### config.mk
export PLATFORM = sky130hd
export DESIGN_NAME = aes_mixcol_seq
export DESIGN_NICKNAME = d
export VERILOG_FILES = /design/src/rtl/aes_mixcol_seq.sv
export SDC_FILE = /design/constraint.sdc
export NUM_CORES = 1
export LEC_CHECK = 0
export CAP_MARGIN = 0
export CORE_ASPECT_RATIO = 0.75
export CORE_MARGIN = 5
export CORE_UTILIZATION = 50
export CTS_CLUSTER_SIZE = 20
export DETAILED_ROUTE_END_ITERATION = 8
export DONT_BUFFER_PORTS = 1
export HOLD_SLACK_MARGIN = 0.1
export MAX_ROUTING_LAYER = met4
export PLACE_DENSITY = 0.64
export SETUP_SLACK_MARGIN = 0.5
export SYNTH_ARGS = -nofsm -noshare
export SYNTH_HDL_FRONTEND = slang
export SYNTH_SLANG_ARGS = --single-unit
### constraint.sdc
create_clock -name clk -period 6.5 [get_ports clk]
set_clock_uncertainty 0.15 [all_clocks]
set_input_delay 1.3 -clock clk [delete_from_list [all_inputs] [get_ports clk]]
set_output_delay 1.3 -clock clk [all_outputs]
set_load 0.05 [all_outputs]
### src/rtl/aes_mixcol_seq.sv
// aes_mixcol_seq
// ----------------------------------------------------------------------------
// Column-serial AES MixColumns sequencer. A 128-bit state is accepted over a
// valid/ready handshake. LANES shared single-column GF(2^8) mixers then rewrite
// the working register one group of columns per cycle, and the result is
// handed downstream over a second valid/ready handshake. Bypass returns the
// state unmixed for the final round.
//
// Parameters:
//   LANES      columns mixed per cycle (1, 2 or 4)
//
// Ports:
//   clk        clock, all state updates on the rising edge
//   rst        synchronous active-high reset
//   in_valid   input block valid
//   in_ready   input block accepted on in_valid && in_ready
//   in_state   input state, column c = [127-32c -: 32], FIPS-197 byte order
//   in_bypass  sampled at accept: pass the state through unmixed
//   in_inv     sampled at accept: InvMixColumns (inverse build only)
//   out_valid  out_state holds a finished block
//   out_ready  downstream accepts on out_valid && out_ready
//   out_state  mixed state, same byte order as in_state
//   busy       high while columns are being mixed
//
// Build option:
//   AES_MIXCOL_INV_EN  when defined, every lane also carries an inverse mixer
//                      selected by in_inv; otherwise in_inv is ignored.
// ----------------------------------------------------------------------------
module aes_mixcol_seq #(
  parameter int LANES = 1
) (
  input  logic         clk,
  input  logic         rst,
  input  logic         in_valid,
  output logic         in_ready,
  input  logic [127:0] in_state,
  input  logic         in_bypass,
  input  logic         in_inv,
  output logic         out_valid,
  input  logic         out_ready,
  output logic [127:0] out_state,
  output logic         busy
);

  generate
    if (!(LANES == 1 || LANES == 2 || LANES == 4)) begin : g_bad_lanes
      $error("aes_mixcol_seq: LANES must be 1, 2 or 4");
    end
  endgenerate

  localparam logic [1:0] ST_IDLE = 2'd0;
  localparam logic [1:0] ST_BUSY = 2'd1;
  localparam logic [1:0] ST_DONE = 2'd2;

  // Column index of the first column in the final group, and the per-cycle
  // counter step (LANES=4 wraps to 0, the counter never moves in that build).
  localparam logic [1:0] LAST_COL = 2'(4 - LANES);
  localparam logic [1:0] COL_STEP = 2'(LANES);

  logic [1:0]   state_q, state_d;
  logic [127:0] work_q, work_d;
  logic [1:0]   col_cnt_q, col_cnt_d;
  logic         bypass_q, bypass_d;
  logic         accept;

  function automatic logic [7:0] xtime(input logic [7:0] a);
    return {a[6:0], 1'b0} ^ (a[7] ? 8'h1b : 8'h00);
  endfunction

  // Forward MixColumns of one column, row 0 in the top byte.
  function automatic logic [31:0] mix_fwd(input logic [31:0] col);
    logic [7:0] a0, a1, a2, a3;
    logic [7:0] b0, b1, b2, b3;
    a0 = col[31:24];
    a1 = col[23:16];
    a2 = col[15:8];
    a3 = col[7:0];
    b0 = xtime(a0) ^ xtime(a1) ^ a1 ^ a2 ^ a3;
    b1 = a0 ^ xtime(a1) ^ xtime(a2) ^ a2 ^ a3;
    b2 = a0 ^ a1 ^ xtime(a2) ^ xtime(a3) ^ a3;
    b3 = xtime(a0) ^ a0 ^ a1 ^ a2 ^ xtime(a3);
    return {b0, b1, b2, b3};
  endfunction

`ifdef AES_MIXCOL_INV_EN
  logic inv_q, inv_d;

  // Multiplies by 09, 0b, 0d and 0e are built from the x2/x4/x8 chain.
  function automatic logic [31:0] mix_inv(input logic [31:0] col);
    logic [7:0] a [4];
    logic [7:0] m9 [4];
    logic [7:0] mb [4];
    logic [7:0] md [4];
    logic [7:0] me [4];
    logic [7:0] x2, x4, x8;
    logic [31:0] res;
    for (int k = 0; k < 4; k++) begin
      a[k]  = col[31-8*k -: 8];
      x2    = xtime(a[k]);
      x4    = xtime(x2);
      x8    = xtime(x4);
      m9[k] = x8 ^ a[k];
      mb[k] = x8 ^ x2 ^ a[k];
      md[k] = x8 ^ x4 ^ a[k];
      me[k] = x8 ^ x4 ^ x2;
    end
    res[31:24] = me[0] ^ mb[1] ^ md[2] ^ m9[3];
    res[23:16] = m9[0] ^ me[1] ^ mb[2] ^ md[3];
    res[15:8]  = md[0] ^ m9[1] ^ me[2] ^ mb[3];
    res[7:0]   = mb[0] ^ md[1] ^ m9[2] ^ me[3];
    return res;
  endfunction

  function automatic logic [31:0] mix_lane(input logic [31:0] col, input logic inv);
    return inv ? mix_inv(col) : mix_fwd(col);
  endfunction
`else
  logic unused_in_inv;
  assign unused_in_inv = in_inv;

  function automatic logic [31:0] mix_lane(input logic [31:0] col);
    return mix_fwd(col);
  endfunction
`endif

  assign accept    = in_valid && in_ready;
  assign in_ready  = (state_q == ST_IDLE) || ((state_q == ST_DONE) && out_ready);
  assign out_valid = (state_q == ST_DONE);
  assign busy      = (state_q == ST_BUSY);
  assign out_state = work_q;

  // Next-state logic. DONE shares the IDLE load path so a new block can be
  // taken on the same edge that hands the finished one downstream.
  always_comb begin
    state_d   = state_q;
    work_d    = work_q;
    col_cnt_d = col_cnt_q;
    bypass_d  = bypass_q;
`ifdef AES_MIXCOL_INV_EN
    inv_d     = inv_q;
`endif
    case (state_q)
      ST_IDLE, ST_DONE: begin
        if (accept) begin
          work_d    = in_state;
          bypass_d  = in_bypass;
`ifdef AES_MIXCOL_INV_EN
          inv_d     = in_inv;
`endif
          col_cnt_d = 2'd0;
          state_d   = in_bypass ? ST_DONE : ST_BUSY;
        end else if (state_q == ST_DONE && out_ready) begin
          state_d = ST_IDLE;
        end
      end
      ST_BUSY: begin
        // A bypassed block never reaches BUSY; the guard keeps the working
        // register untouched should that ever change.
        if (!bypass_q) begin
          for (int l = 0; l < LANES; l++) begin
`ifdef AES_MIXCOL_INV_EN
            work_d[127-32*(int'(col_cnt_q)+l) -: 32] =
              mix_lane(work_q[127-32*(int'(col_cnt_q)+l) -: 32], inv_q);
`else
            work_d[127-32*(int'(col_cnt_q)+l) -: 32] =
              mix_lane(work_q[127-32*(int'(col_cnt_q)+l) -: 32]);
`endif
          end
        end
        if (col_cnt_q == LAST_COL) begin
          col_cnt_d = 2'd0;
          state_d   = ST_DONE;
        end else begin
          col_cnt_d = col_cnt_q + COL_STEP;
        end
      end
      default: begin
        state_d = ST_IDLE;
      end
    endcase
  end

  // State registers; reset discards any block in flight and wins over accept.
  always_ff @(posedge clk) begin
    if (rst) begin
      state_q   <= ST_IDLE;
      work_q    <= '0;
      col_cnt_q <= 2'd0;
      bypass_q  <= 1'b0;
`ifdef AES_MIXCOL_INV_EN
      inv_q     <= 1'b0;
`endif
    end else begin
      state_q   <= state_d;
      work_q    <= work_d;
      col_cnt_q <= col_cnt_d;
      bypass_q  <= bypass_d;
`ifdef AES_MIXCOL_INV_EN
      inv_q     <= inv_d;
`endif
    end
  end

endmodule
==> results.toml, run 1 <==
[outcome]
status = "finished, final reports clean"

[sta]
rsz0062_at_grt = "no"
hold_violations = 0
tightest_slew_ns = 1.19
fmax_mhz = 282
setup_viol_count_final = 0
layout_min_cycle_time_ns = 3.55
fin_crit_sh = 0.546
setup_tns_ns = 0
slew_viol_final = 0
holdWs_ns = 0.395
max_slew_margin = 0.202

[floorplanning]
rows = 39
pin_count = 265
die_y_um = 118
core_area_um2 = 15200
start_util = 0.510
die_w_um = 154
fp.dieArea_um2 = 18100

[pwr]
peakVddDrop_v = 0.000247
power_frac_seq = 0.365
combPwrFrac = 0.364
p_per_area_nw_per_um2 = 451
p_clk_frac = 0.272
p_leak_nw = 3.26
p_sw_frac = 0.424
p_switching_mw = 1.60
intPower_mw = 2.17

[clock_tree]
cts_buffer_depth = 2
cts_made_buffers = 17
clk_pin_slew_ns = 0.05
hold_buffers = 0
cts_tree = "done"
cts_sinks = 133
clk_latency_ns = 0.42
post-cts-setup-buffers = 0
root_buffer = "clkbuf_16"
htreeDepth = 4
ctsResizeCount = 0

[setup_path]
rr_worst_depth = 5
startpoint_type = "register"
setup.worst_path.end_class = "output pin"
crit_required_ns = 5.05
worst_ep_arrival_time_ns = 2.10
cp_max_fo = 67
crit_type = "register to output pin"

[flow_run]
drv_cap = 0

[finish]
layout_commonest_cell = "nor2_1"
mostFrequentLayoutCells = "136 x nor2_1, 131 x dfxtp_1, 128 x nor3_1"
nets = 844
area_growth_pct = 7.77
drive_above_1_share = 0.132
num_antenna_cells = 0
fin_cells = 924

[synthesis]
synthSimpleGateAreaFrac = 0.171
synth_top_area_frac = 0.343
synth-seq-cells = 133
synth_top_family_by_area = "XOR/XNOR gates"
synthFlopType = "dfxtp_1"
synthMuxAreaShare = 0.0958
synth.distinct_cells = 33
synth.avg_cell_area_um2 = 10.2
synth.area.top_cells = "dfxtp_1 34%, a221oi_1 14%, xnor3_1 9.9%"
synth_edf_count = 0
ys_warn_count = 0
synth_cells = 763
synth_xor_area_frac = 0.175
synth_top_cell_by_area = "dfxtp_1"
synth_area_um2 = 7760
synthAdderAreaFrac = 0.00645
synth_compound_area_frac = 0.157
seq_area_frac_synth = 0.343
synthesis.nets = 901
async_flop_share = 0

[routing]
met3WireLength_um = 3540
drt-initial-drc-count = 793
drt_wl_total_um = 28100
viasPerCell = 7.16
wl_met2_um = 12900
first_pass_iters = 5
drcViolationCount = 0
num_vias = 6619
post_drt_wl_per_cell_um = 30.4
top_layer = "met4"
ant_nets = 0
drt-met1-wl_um = 10900

[hold_path]
worstHoldPathType = "register to register"
holdPathStages = 2

[global_route]
grt_pass1_wl_um = 41500
grt_max_degree = 134
track_usage = 0.309
antenna_found_initial = 0
first_global_vias = 6473
grt_overflow = 0

[placement]
dpl.cell_count = 892
dp_hpwl_um = 19000
io_buffers = 0
gp_congestion = 0.867
## cells in the mapped netlist, types with 8 or more instances
cell type / n
nor2_1: 140
dfxtp_1: 133
nor3_1: 130
a221oi_1: 121
clkbuf_1: 74
xnor3_1: 34
mux4_2: 26
a21oi_1: 11
xor2_1: 10
xor3_1: 9
xnor2_2: 8
## stage by stage
| stage | util | total power, mW | worst slack, ns | area, um^2 |
|---|---|---|---|---|
| 2_1_floorplan | - | 2.37 | 3.06 | 7760 |
| 3_3_place_gp | 0.509 | 2.71 | 3.02 | 7740 |
| 3_5_place_dp | 0.509 | 2.73 | 3.02 | 7740 |
| 4_1_cts | 0.549 | 3.76 | 2.94 | 8360 |
| 5_1_grt | 0.549 | 3.89 | 2.75 | 8360 |
| 6_report | 0.549 | 3.77 | 2.95 | 8360 |
## cells by family after synthesis
| logic type | Yosys count |
|---|---|
| compound gates | 139 |
| xor+xnor | 73 |
| fa+ha+maj | 4 |
| buf+inv | 88 |
| flops | 133 |
| mux | 32 |
| simple gates | 294 |
## registers in the layout, indices dropped and copies added (netlist names)
signal     count
out_state    128
col_cnt_q      2
state_q        2
bypass_q       1
## layer usage
layer  vias up  global-route usage
met5         -                   -
met4         0              0.0954
met3        72               0.108
met2       512               0.468
met1      3209               0.391
li1       2826                   -
## power groups by stage
stage	Sequential, mW	Clock [mW]	Combinational, mW
global placement	1.39	0	1.32
detailed placement	1.39	0	1.34
floorplan	1.34	0	1.03
global route	1.39	1.07	1.44
CTS	1.37	1.03	1.35
finish	1.37	1.02	1.37
## critical path: stages, from the launching register on
cell and delay, ns:
dfxtp_1 0.56, nand2b_4 0.49, inv_1 0.63
## layout make-up
cell class                 instances  area [um^2]
tap                              205          256
inverter                           4         15.0
sequential                       133         2670
multi-input combinational        542         4750
fill                            1334         6860
clock inverter                     9          150
clock buffer                      23          468
timing repair buffer               8         60.1
## path summary, 6_finish.rpt
kind | slack, ns | to | start
worst min-delay path | 0.40 | bypass_q$_SDFFE_PP0P_ | bypass_q$_SDFFE_PP0P_
worst max-delay path | 2.95 | busy | state_q[0]$_SDFFE_PP0P_
worst min register to register | 0.40 | bypass_q$_SDFFE_PP0P_ | bypass_q$_SDFFE_PP0P_
worst max register to register | 2.99 | out_state[49]$_SDFFE_PP0P_ | col_cnt_q[1]$_SDFFE_PP0P_
Note: power is estimated with default switching activity, not from simulation.
==> run 2: changes to the inputs <==
--- a/config.mk
+++ b/config.mk
@@ -14,7 +14,7 @@
 export DONT_BUFFER_PORTS = 1
 export HOLD_SLACK_MARGIN = 0.1
 export MAX_ROUTING_LAYER = met4
-export PLACE_DENSITY = 0.64
+export PLACE_DENSITY = 0.67
 export SETUP_SLACK_MARGIN = 0.5
 export SYNTH_ARGS = -nofsm -noshare
 export SYNTH_HDL_FRONTEND = slang
==> constraint.sdc (replaced) <==
create_clock -name clk -period 3 [get_ports clk]
set_clock_uncertainty 0.15 [all_clocks]
set_input_delay 0.6 -clock clk [delete_from_list [all_inputs] [get_ports clk]]
set_output_delay 0.6 -clock clk [all_outputs]
set_load 0.05 [all_outputs]
==> run 2 against run 1 <==
  * Worst hold slack worse by 0.28 ns
  * Sequential share of layout area decreased by 6.8 points
  * Highest routed layer unchanged
  * First-iteration DRC count up 38%
  * Via count grew 18%
  * Global-route usage grew 4.5 points
  * Register-to-register slack worse by 2.8 ns
  * Critical path type is now register to register
==> results.toml, run 2 (synthesis results as in run 1) <==
[routing]
ant_nets = 0
drt_wl_total_um = 33600
wl_met2_um = 15700
first_pass_iters = 6
met3WireLength_um = 4700
viasPerCell = 6.86
top_layer = "met4"
drt-initial-drc-count = 1097
num_vias = 7824
post_drt_wl_per_cell_um = 29.4
drt-met1-wl_um = 12200
drcViolationCount = 0

[global_route]
antenna_found_initial = 0
track_usage = 0.354
grt_overflow = 0
first_global_vias = 7598
grt_pass1_wl_um = 47500
grt_max_degree = 134

[hold_path]
hold_end = "out_state[76]$_SDFFE_PP0P_"
worstHoldPathType = "input port to register"
min_from = "rst"
holdPathStages = 1

[sta]
fin_crit_sh = 0.946
layout_min_cycle_time_ns = 2.84
max_slew_margin = 0.522
holdWs_ns = 0.118
setup_ws_ns = 0.161
setup_tns_ns = 0
hold_violations = 0
rsz0062_at_grt = "yes"
slew_viol_final = 0
fmax_mhz = 352
tightest_slew_ns = 0.716
setup_viol_count_final = 0

[pwr]
p_per_area_nw_per_um2 = 871
finalPower_mw = 9.26
p_leak_nw = 4.48
peakVddDrop_v = 0.000520

[setup_path]
cp_slowest_cell = "mux4_2"
crit_required_ns = 3.14
rr_startpoint = "col_cnt_q[0]$_SDFFE_PP0P_"
ff2ff_setup_slack_ns = 0.16
path_buf_inv = 2
rr_worst_depth = 7
cp_max_fo = 5
path_delay_family = "XOR/XNOR gates"
setup.worst_path.end_class = "register"
slowest_delay_ns = 0.61
crit_type = "register to register"
worst_ep_arrival_time_ns = 2.98
rr_endpoint = "out_state[67]$_SDFFE_PP0P_"
startpoint_type = "register"
worstPathCellList = "buf_12, buf_8, mux4_2, xnor3_1, xnor3_2, a221oi_2, nor3_1"

[finish]
nets = 1061
post-route-util = 0.699
drive_above_1_share = 0.416
final_cell_area_um2 = 10600
num_antenna_cells = 0
fin_cells = 1141
area_growth_pct = 37.2
mostFrequentLayoutCells = "200 x buf_4, 136 x nor2_1, 131 x dfxtp_1"
nFillCells = 1082
largest_reg_flops = 128
layout_commonest_cell = "buf_4"

[floorplanning]
die_w_um = 154
rows = 39
die_y_um = 118
core_area_um2 = 15200
start_util = 0.510
pin_count = 265
fp.dieArea_um2 = 18100

[clock_tree]
cts_sinks = 133
cts_buffer_depth = 2
clk_latency_ns = 0.43
clk_pin_slew_ns = 0.06
root_buffer = "clkbuf_16"
cts_tree = "done"
htreeDepth = 4
cts_made_buffers = 17

[placement]
io_buffers = 0
place_ws_ns = 0.126
gp_congestion = 0.955
placed_area_um2 = 8900
dp_hpwl_um = 21100
dpl.cell_count = 1039

[flow_run]
drv_cap = 0

[outcome]
status = "finished, final reports clean"
==> run 2: cell types whose count changed in the layout (fill, tap and decap cells not counted), sizes merged, moves of 2 or more <==
cell	change
buf	+209
nor2	+2
or2	+2
bufinv	-3
dlygate4sd3	+4
clkinv	+2
==> run 2: how the worst max path moves through the flow <==
stage | slack, ns | cells after the start | end | start
after global routing | 0.15 | 7 | out_state[67]$_SDFFE_PP0P_ | col_cnt_q[0]$_SDFFE_PP0P_
after CTS | 0.30 | 6 | out_state[11]$_SDFFE_PP0P_ | col_cnt_q[1]$_SDFFE_PP0P_
final | 0.16 | 7 | out_state[67]$_SDFFE_PP0P_ | col_cnt_q[0]$_SDFFE_PP0P_
after detailed placement | 0.13 | 6 | out_state[19]$_SDFFE_PP0P_ | col_cnt_q[0]$_SDFFE_PP0P_
after floorplan | 0.49 | 7 | out_state[108]$_SDFFE_PP0P_ | col_cnt_q[1]$_SDFFE_PP0P_
after global placement | 0.19 | 6 | out_state[102]$_SDFFE_PP0P_ | col_cnt_q[0]$_SDFFE_PP0P_
==> run 2: final cells by class <==
type / count / area [um^2] / area share
Timing Repair Buffer: 221 / 1850 / 0.173
Multi-Input combinational cell: 546 / 5270 / 0.495
Sequential cell: 133 / 2670 / 0.251
Inverter: 4 / 15.0 / 0.00141
Clock buffer: 22 / 484 / 0.0455
Clock inverter: 10 / 97.6 / 0.00917
Tap cell: 205 / 256 / 0.0241
==> run 2: what timing repair did <==
item | CTS | global route
pin swaps | 21 | 25
hold endpoints to repair | 10 | 7
setup buffers | 28 | 34
resized for setup | 72 | 34
cloned | 3 | 1
hold buffers | 2 | 2
setup endpoints to repair | 128 | 128
==> run 2: power by group <==
part	internal, mW	switching, mW	total [mW]
Sequential	1.99	0.133	2.12
Combinational	2.05	3.04	5.09
Clock	1.23	0.823	2.05
Total	5.27	3.99	9.26
==> run 2: per-layer routing <==
layer	vias up	global-route usage
met5	-	-
met3	117	0.127
li1	3239	-
met2	675	0.531
met4	0	0.132
met1	3793	0.441
==> run 2: worst reg2reg max path, stage by stage (launching register included) <==
cell and delay, ns:
dfxtp_4 0.37, buf_12 0.12, buf_8 0.12, mux4_2 0.61
xnor3_1 0.45, xnor3_2 0.53, a221oi_2 0.28, nor3_1 0.08
==> run 3: changes to the inputs <==
--- a/config.mk
+++ b/config.mk
@@ -8,13 +8,13 @@
 export CAP_MARGIN = 0
 export CORE_ASPECT_RATIO = 0.75
 export CORE_MARGIN = 5
-export CORE_UTILIZATION = 50
+export CORE_UTILIZATION = 42
 export CTS_CLUSTER_SIZE = 20
 export DETAILED_ROUTE_END_ITERATION = 8
-export DONT_BUFFER_PORTS = 1
 export HOLD_SLACK_MARGIN = 0.1
 export MAX_ROUTING_LAYER = met4
-export PLACE_DENSITY = 0.67
+export PLACE_DENSITY = 0.77
+export REMOVE_ABC_BUFFERS = 1
 export SETUP_SLACK_MARGIN = 0.5
 export SYNTH_ARGS = -nofsm -noshare
 export SYNTH_HDL_FRONTEND = slang
==> run 3 against run 2 <==
  * Die area grew 18%
  * Flip-flop and latch count stayed put
  * Register-to-register slack better by 0.14 ns
  * Cell count up 17%
  * Fmax grew 5.2%
  * Wire length rose by 0.77%
  * Worst hold slack improved by 0.24 ns
  * Global-route usage down 3.8 points
  * First-iteration DRC count rose by 0.64%
  * Utilization grew 0.75 points
  * Total power increased by 4.7%
  * Highest routed layer unchanged
==> results.toml, run 3 (synthesis results as in run 1) <==
[outcome]
status = "finished, final reports clean"

[pwr]
peakVddDrop_v = 0.000388
p_per_area_nw_per_um2 = 748
finalPower_mw = 9.70
p_leak_nw = 5.03

[setup_path]
crit_path_start = "col_cnt_q[1]$_SDFFE_PP0P_"
slowest_delay_ns = 0.61
crit_required_ns = 3.16
worst_ep_arrival_time_ns = 2.85
cp_slowest_cell = "mux4_2"
setup.worst_path.end_class = "register"
path_buf_inv = 2
crit_type = "register to register"
path_delay_family = "XOR/XNOR gates"
worstPathCellList = "buf_12, buf_6, mux4_2, xnor2_4, xnor3_2, a221oi_2, nor3_1"
rr_startpoint = "col_cnt_q[1]$_SDFFE_PP0P_"
startpoint_type = "register"
cp_max_fo = 7

[global_route]
grt_pass1_wl_um = 50100
track_usage = 0.316
antenna_found_initial = 2
grt_overflow = 0
grt_max_degree = 134
first_global_vias = 8295

[floorplanning]
die_y_um = 128
core_area_um2 = 18300
pin_count = 265
fp.dieArea_um2 = 21300
die_w_um = 167
rows = 43
start_util = 0.423

[clock_tree]
cts_tree = "done"
cts_buffer_depth = 2
cts_made_buffers = 17
clk_pin_slew_ns = 0.06
root_buffer = "clkbuf_16"
htreeDepth = 4
clk_latency_ns = 0.43
cts_sinks = 133
hold_buffers = 0

[routing]
first_pass_iters = 5
drt-initial-drc-count = 1104
viasPerCell = 6.16
wl_met2_um = 15800
drt_wl_total_um = 33800
drcViolationCount = 0
met3WireLength_um = 3770
drt-met1-wl_um = 13400
top_layer = "met4"
post_drt_wl_per_cell_um = 25.3
num_vias = 8243
ant_nets = 0

[sta]
layout_min_cycle_time_ns = 2.70
fin_crit_sh = 0.900
hold_violations = 0
slew_viol_final = 0
setup_viol_count_final = 0
holdWs_ns = 0.358
rsz0062_at_grt = "yes"
tightest_slew_ns = 0.882
max_slew_margin = 0.410
fmax_mhz = 370

[finish]
layout_commonest_cell = "clkdlybuf4s50_1"
nFillCells = 1304
nets = 1214
largest_reg_flops = 128
fin_cells = 1338
final_cell_area_um2 = 13000
area_growth_pct = 67.1
drive_above_1_share = 0.299
mostFrequentLayoutCells = "259 x clkdlybuf4s50_1, 136 x nor2_1, 131 x dfxtp_1"

[hold_path]
worstHoldPathType = "register to register"
min_from = "out_state[27]$_SDFFE_PP0P_"

[flow_run]
drv_cap = 0

[placement]
placed_area_um2 = 10800
dp_hpwl_um = 20900
io_buffers = 263
gp_congestion = 0.866
dpl.cell_count = 1227
-- run 3: changes by cell type in the layout (fill, tap and decap cells not counted), sizes merged, moves of 2 or more --
cell           before  now
diode               0    2
dlygate4sd3         4    0
buf               217  116
or2                 6    4
clkdlybuf4s50       0  259
-- run 3: worst register-to-register path, cell delays in order (launching register included) --
cell	delay [ns]
dfxtp_4	0.42
buf_12	0.17
buf_6	0.13
mux4_2	0.61
xnor2_4	0.26
xnor3_2	0.53
a221oi_2	0.25
nor3_1	0.06
-- run 3: final timing paths --
check	endpoint	slack, ns	cells after the start
min reg2reg	out_state[27]$_SDFFE_PP0P_	0.36	2
min	out_state[27]$_SDFFE_PP0P_	0.36	2
max reg2reg	out_state[108]$_SDFFE_PP0P_	0.30	7
max	out_state[108]$_SDFFE_PP0P_	0.30	7
-- run 3: area by class of cell --
type,instances,area (um^2),area share
antenna,2,5.00,0.000386
tap,247,309,0.0238
sequential,133,2670,0.206
clock inverter,10,120,0.00927
clock buffer,22,484,0.0374
inverter,4,15.0,0.00116
timing repair buffer,376,3830,0.296
multi-input combinational,544,5520,0.426
-- run 3: through the flow --
step	utilization	worst slack, ns	setup TNS (ns)
after floorplan	-	-2.50	-316.66
after global placement	0.590	0.0939	0
after detailed placement	0.590	-0.0315	-0.0315
after CTS	0.690	0.334	0
after global routing	0.706	0.211	0
final	0.706	0.300	0
-- run 3: repair_timing --
action,4_1_cts,5_1_grt
cloned,3,0
setup buffers,51,23
resized for setup,151,16
pin swaps,66,25
endpoints found under the setup margin,129,128
-- run 3: layer usage --
metal	track usage	vias up
met1	0.409	4013
met3	0.0820	76
met2	0.490	584
met4	0.0991	0
li1	-	3570
met5	-	-
-- run 3: report_power, final --
| group | internal (mW) | switching [mW] |
|---|---|---|
| logic | 2.41 | 2.93 |
| clock network | 1.32 | 0.845 |
| registers | 1.99 | 0.203 |
